==> src/rtl/imem_pkg.sv <==
// imem_pkg -- shared definitions for the instruction-memory arbiter.
//   state_t    : response FSM encoding (IDLE / RESP)
//   WORD_BYTES : bytes per fetched instruction word
package imem_pkg;

  localparam int WORD_BYTES = 4;

  typedef enum logic {
    IDLE = 1'b0,
    RESP = 1'b1
  } state_t;

endpackage

==> src/rtl/rr_arb2.sv <==
// rr_arb2 -- two-way round-robin arbiter with a single "last winner" flag.
//   clk, rst     : clock, asynchronous active-low reset
//   req_a, req_b : requests (a = loader, b = fetch)
//   gnt_a, gnt_b : one-hot-or-zero grants, combinational from requests
// On contention the requester that did not win last time is granted.
// The flag updates on every grant, contested or not.
module rr_arb2 (
  input  logic clk,
  input  logic rst,
  input  logic req_a,
  input  logic req_b,
  output logic gnt_a,
  output logic gnt_b
);

  logic last_a;

  assign gnt_a = req_a && (!req_b || !last_a);
  assign gnt_b = req_b && (!req_a ||  last_a);

  always_ff @(posedge clk or negedge rst) begin
    if (!rst) begin
      last_a <= 1'b0;
    end else if (gnt_a || gnt_b) begin
      last_a <= gnt_a;
    end
  end

endmodule

==> src/rtl/imem_arb.sv <==
// imem_arb -- shares one byte-wide-write / word-read instruction memory
// between a fetch unit (word reads) and a loader (byte writes).
//   clk, rst                          : clock, asynchronous active-low reset
//   f_req/f_addr/f_gnt                : fetch request, granted combinationally
//   f_rvalid/f_rready/f_rdata/f_err   : fetch response, valid one cycle after grant
//   l_req/l_addr/l_wdata/l_gnt/l_err  : loader byte write, l_err pulses after a dropped write
//   l_lock                            : loader burst lock (only with IMEM_ARB_LOCK_EN)
//   mem_addr/mem_we/mem_wdata/mem_rdata : memory port, mem_rdata combinational at mem_addr
//   dbg_state                         : current response FSM state
// Handshake: a request is accepted in the cycle its gnt is 1; a response
// transfers in the cycle f_rvalid && f_rready, and f_rdata/f_err stay
// stable while f_rvalid is held without f_rready.
// Build option: define IMEM_ARB_LOCK_EN to enable the loader burst lock.
module imem_arb
  import imem_pkg::*;
#(
  parameter int MEM_BYTES = 3200,
  parameter int ADDR_W    = 32
) (
  input  logic              clk,
  input  logic              rst,
  input  logic              f_req,
  input  logic [ADDR_W-1:0] f_addr,
  output logic              f_gnt,
  output logic              f_rvalid,
  input  logic              f_rready,
  output logic [31:0]       f_rdata,
  output logic              f_err,
  input  logic              l_req,
  input  logic [ADDR_W-1:0] l_addr,
  input  logic [7:0]        l_wdata,
  output logic              l_gnt,
  output logic              l_err,
  input  logic              l_lock,
  output logic [ADDR_W-1:0] mem_addr,
  output logic              mem_we,
  output logic [7:0]        mem_wdata,
  input  logic [31:0]       mem_rdata,
  output state_t            dbg_state
);

  localparam logic [ADDR_W-1:0] F_MAX = ADDR_W'(MEM_BYTES - WORD_BYTES);
  localparam logic [ADDR_W-1:0] L_END = ADDR_W'(MEM_BYTES);

  state_t state, state_nxt;
  logic   lock_blk;
  logic   same_word;
  logic   f_elig, l_elig;
  logic   f_bad, l_in;

`ifdef IMEM_ARB_LOCK_EN
  // Set by a locked loader grant, cleared the cycle after l_lock drops,
  // so fetch stays blocked through the cycle in which l_lock falls.
  logic lock_q;

  always_ff @(posedge clk or negedge rst) begin
    if (!rst) begin
      lock_q <= 1'b0;
    end else if (!l_lock) begin
      lock_q <= 1'b0;
    end else if (l_gnt) begin
      lock_q <= 1'b1;
    end
  end

  assign lock_blk = lock_q;
`else
  logic unused_lock;
  assign unused_lock = l_lock;
  assign lock_blk    = 1'b0;
`endif

  // A pending write to the word being fetched always goes first, so the
  // fetch returns the updated word.
  assign same_word = l_req && (f_addr[ADDR_W-1:2] == l_addr[ADDR_W-1:2]);

  assign f_elig = rst && f_req && (state == IDLE) && !lock_blk && !same_word;
  assign l_elig = rst && l_req;

  rr_arb2 u_rr (
    .clk   (clk),
    .rst   (rst),
    .req_a (l_elig),
    .req_b (f_elig),
    .gnt_a (l_gnt),
    .gnt_b (f_gnt)
  );

  assign f_bad = (f_addr[1:0] != 2'b00) || (f_addr > F_MAX);
  assign l_in  = (l_addr < L_END);

  always_comb begin
    mem_addr  = '0;
    mem_we    = 1'b0;
    mem_wdata = '0;
    if (l_gnt && l_in) begin
      mem_addr  = l_addr;
      mem_we    = 1'b1;
      mem_wdata = l_wdata;
    end else if (f_gnt) begin
      mem_addr  = f_addr;
    end
  end

  always_comb begin
    state_nxt = state;
    case (state)
      IDLE:    if (f_gnt)    state_nxt = RESP;
      RESP:    if (f_rready) state_nxt = IDLE;
      default: state_nxt = IDLE;
    endcase
  end

  always_ff @(posedge clk or negedge rst) begin
    if (!rst) begin
      state   <= IDLE;
      f_rdata <= '0;
      f_err   <= 1'b0;
      l_err   <= 1'b0;
    end else begin
      state <= state_nxt;
      l_err <= l_gnt && !l_in;
      if (f_gnt) begin
        f_rdata <= f_bad ? 32'h0 : mem_rdata;
        f_err   <= f_bad;
      end
    end
  end

  assign f_rvalid  = (state == RESP);
  assign dbg_state = state;

endmodule

==> config.mk <==
export PLATFORM = sky130hd
export DESIGN_NAME = imem_arb
export DESIGN_NICKNAME = d
export VERILOG_FILES = /design/src/rtl/imem_pkg.sv /design/src/rtl/rr_arb2.sv /design/src/rtl/imem_arb.sv
export SDC_FILE = /design/constraint.sdc
export NUM_CORES = 1
export LEC_CHECK = 0
export CELL_PAD_IN_SITES_DETAIL_PLACEMENT = 0
export CELL_PAD_IN_SITES_GLOBAL_PLACEMENT = 1
export CORE_MARGIN = 2
export CORE_UTILIZATION = 23
export CTS_CLUSTER_DIAMETER = 120
export DETAILED_ROUTE_END_ITERATION = 8
export PLACE_DENSITY = 0.94
export RECOVER_POWER = 50
export SETUP_SLACK_MARGIN = 0.05
export SKIP_LAST_GASP = 1
export SLEW_MARGIN = 0
export SYNTH_ARGS = -nofsm -noshare
export SYNTH_HDL_FRONTEND = slang
export SYNTH_SLANG_ARGS = --single-unit
==> constraint.sdc <==
create_clock -name clk -period 2.28 [get_ports clk]
set_clock_uncertainty 0.15 [all_clocks]
set_input_delay 0.228 -clock clk [delete_from_list [all_inputs] [get_ports clk]]
set_output_delay 0.228 -clock clk [all_outputs]
set_load 0.05 [all_outputs]
==> key figures <==
Run status
  • Status: completed

Setup path
  • CP dominant cell by count: buf_12
  • Crit. End Element: primary output
  • Crit start category: primary input
  • CP delay by family, top: buffers and inverters
  • Max FO, Critical Path: 5
  • Largest stage delay on the critical path: 0.28 ns
  • WP data arrival: around 1.9 ns
  • WS Path Type: primary input to primary output
  • Worst EP required: ~1.9 ns
  • CP bufs+invs: 5
  • Critical path's slowest cell: nor4_2
  • Worst-path cell chain: buf_2 -> xnor2_2 -> nand4_1 -> nor4_2 -> buf_4 -> a21oi_4 -> buf_12 -> buf_6 -> o2bb2ai_4 -> buf_12

Drt
  • DRT iter0 DRCs: 86
  • Via density per instance: 4.67
  • Routed WL: 11.8 mm
  • # DRC: 0
  • WL/cell: 17.7 um
  • Final ANT Viol Nets: 0
  • Via count: between 3000 and 4000
  • DRT Pass-1 Iters: 4

Power and ir drop
  • Psw: 750 uW
  • PwrDens: between 300 and 400 mW/mm2
  • Clock power frac: between 20% and 30%
  • Lkg Pwr: 0.00245 uW
  • Total power: 2150 uW
  • Sw frac: about a third
  • Internal power: between 1000 and 1500 uW
  • Logic pwr share: about 48%
  • Seq pwr share: 30.5%
  • Worst vdd ir: between 0.2 and 0.25 mV

Die
  • Top-level I/O count: 189
  • Rows: 37
  • Chip width: about 110 um
  • Die height: between 100 and 150 um
  • DIE AREA: about 0.012 mm2
  • Initial Utilization: a little under a quarter
  • Core Area: around 0.010 mm2

Yosys
  • Yosys reg bits: 36
  • Synth cell count leaders: nand2_1, dfrtp_1, inv_1
  • Synth area leader: dfrtp_1
  • Most common cell in the netlist: nand2_1
  • Post-synthesis average cell area: approximately 8.6 um2
  • Synth top area share: 36.6%
  • Synth top area cells: dfrtp_1, mux2i_1, xnor2_1
  • Register area share after synthesis: between 30% and 40%
  • Net count after synthesis: 396
  • Dominant synthesized flop cell: dfrtp_1
  • Number of flops mapped to enable cells by yosys: 0
  • Yosys Warn Count: 0
  • Gate Count Post-Synth: roughly 290
  • Fraction of registers with async set/reset: 100%
  • Synthesized area: around 0.0025 mm2
  • Distinct cell type count after synthesis: 23

Hold path
  • Hold Path Class: primary input to flop

Finish
  • Fraction of layout cells with a size suffix above 1: between 40% and 50%
  • Final Cell Area: approximately 0.0060 mm2
  • Area growth from synthesis to layout: 142%
  • ANT cells: 0
  • Multi-input combinational cell area: approximately 0.0021 mm2
  • Fillcell total: 895
  • FF/Latch Area: roughly 900 um2
  • NumNets Final: 640

Clocking
  • CTS root buf: clkbuf_8
  • Clk slew on worst S/H paths: around 0.080 ns
  • Total CTS buffers: 5
  • CTS H-tree depth: 2
  • # clock sinks: 36
  • Clk_lat worst skew: 0.28 ns
  • CTS tree: yes
  • CTS max path bufs: 2

Global routing
  • GR Util All Layers: between 10% and 20%
  • Vias in the first global route: 3362
  • Largest net degree at the start of global routing: 35
  • Remaining global-route overflow: 0
  • Number of antenna violations at the first check in global routing: 0
  • First-pass GRT wire length: roughly 18 mm

Timing
  • Final hold slack: 0.174 ns
  • Final slew viol count: 0
  • Max transition margin: between 30% and 40%
  • Fin. Hold Viols: 0
  • RSZ-0062 raised after global routing: true
  • Setup TNS: 0 ns
  • Final Cycle Share: 99.1%
  • Final min period: between 2 and 2.5 ns
  • Actual slew at the worst max-slew pin: just over 0.9 ns
  • Final Setup Violations: 0
  • Fmax: 443 MHz

Place
  • Post-DP HPWL: between 8 and 9 mm
  • GP Congestion: between 0.8 and 0.9
  • Buffers added on ports: ~190
  • Dpl cell area: about 0.0053 mm2

Flow run
  • Max-Cap Viols: 0
==> metrics by stage <==
step | util, % | cells | setup WS [ns]
6_report | 57.5 | 667 | 0.0205
5_1_grt | 57.5 | 667 | -0.0342
4_1_cts | 55.5 | 663 | 0.0290
3_5_place_dp | 50.7 | 644 | -0.493
3_3_place_gp | 50.7 | 644 | -0.512
2_1_floorplan | - | 286 | -0.206
==> repair_timing <==
| action | 4_1_cts | 5_1_grt |
|---|---|---|
| gates resized for setup | 306 | 62 |
| hold endpoints to repair | 36 | 0 |
| hold buffers | 1 | 0 |
| buffers inserted | 8 | 3 |
| pin swaps | 37 | 19 |
| setup endpoints to repair | 69 | 40 |
| gates cloned | 3 | 1 |
==> cells by family after synthesis <==
group	count (synthesis)	synth area share (%)
and+or+nand+nor	118	24.3
buffers and inverters	51	8.95
DFF	36	36.6
muxes	33	13.4
xor gates and xnor gates	30	10.7
AOI/OAI and AO/OA	18	6.05
==> power by group through the flow <==
stage | logic, uW | clock network, uW | registers [uW]
global route | 1070 | 523 | 656
floorplan | 345 | 0 | 683
global placement | 839 | 0 | 666
detailed placement | 846 | 0 | 667
finish | 1030 | 468 | 655
CTS | 966 | 487 | 655
==> worst register-to-register path: stages (launching register included) <==
cell	delay, ns
dfrtp_1	0.41
nor2b_4	0.15
nand3_1	0.13
a21oi_4	0.19
buf_6	0.14
buf_16	0.13
buf_4	0.14
buf_4	0.26
mux2i_1	0.24
==> cell type report <==
type,count,share of cell area [%]
repair buffers,254,43.8
well taps,136,2.85
clock buffers,7,1.28
multi-input cells,199,34.6
clock inverters,1,0.147
flip-flops and latches,36,15.1
inverters,34,2.14
==> cells in the final DEF (no fill, tap or decap), types with 2 or more instances in the layout <==
cell type,count
nor4_4,3
clkbuf_1,3
nand3_1,13
nand3_2,4
buf_8,5
and2_1,2
buf_16,2
xnor2_2,22
a21oi_4,2
clkbuf_8,5
clkbuf_2,4
dfrtp_1,36
nor2_1,2
nand4_1,8
nor2_2,2
nor4_1,5
nor4_2,5
o2bb2ai_2,4
nor3_4,8
and2_4,19
buf_4,53
buf_2,36
xnor2_1,2
clkbuf_4,2
clkdlybuf4s15_2,6
buf_12,30
mux2i_1,33
inv_1,34
buf_6,29
o2bb2ai_4,8
xnor2_4,6
clkdlybuf4s50_1,82
nand2_1,42
==> final timing paths <==
path	start	end	slack (ns)	cells after the start
worst max-delay path	l_addr[7]	mem_addr[10]	0.02	10
worst min-delay path	rst	u_rr.last_a$_DFFE_PN0P_	0.17	2
worst max register to register	dbg_state$_DFF_PN0_	f_rdata[4]$_DFFE_PN0N_	0.26	8
worst min register to register	f_rdata[28]$_DFFE_PN0N_	f_rdata[28]$_DFFE_PN0N_	0.37	2
max in group asynchronous	rst	f_rdata[20]$_DFFE_PN0N_	0.55	3
min in group asynchronous	rst	u_rr.last_a$_DFFE_PN0P_	0.32	2
==> sequential cells by signal, indices dropped and copies added, names as in the netlist <==
register / count
l_err: 1
dbg_state: 1
f_err: 1
u_rr.last_a: 1
f_rdata: 32
==> per-layer routing <==
metal  wire [um]  vias up  track usage, %
met5           0        -               0
met4         183        0            3.75
met3         911       17            4.72
met2        6260      149            37.2
met1        4460     1501            22.5
li1            -     1448               -
(Power assumes the default switching activity.)
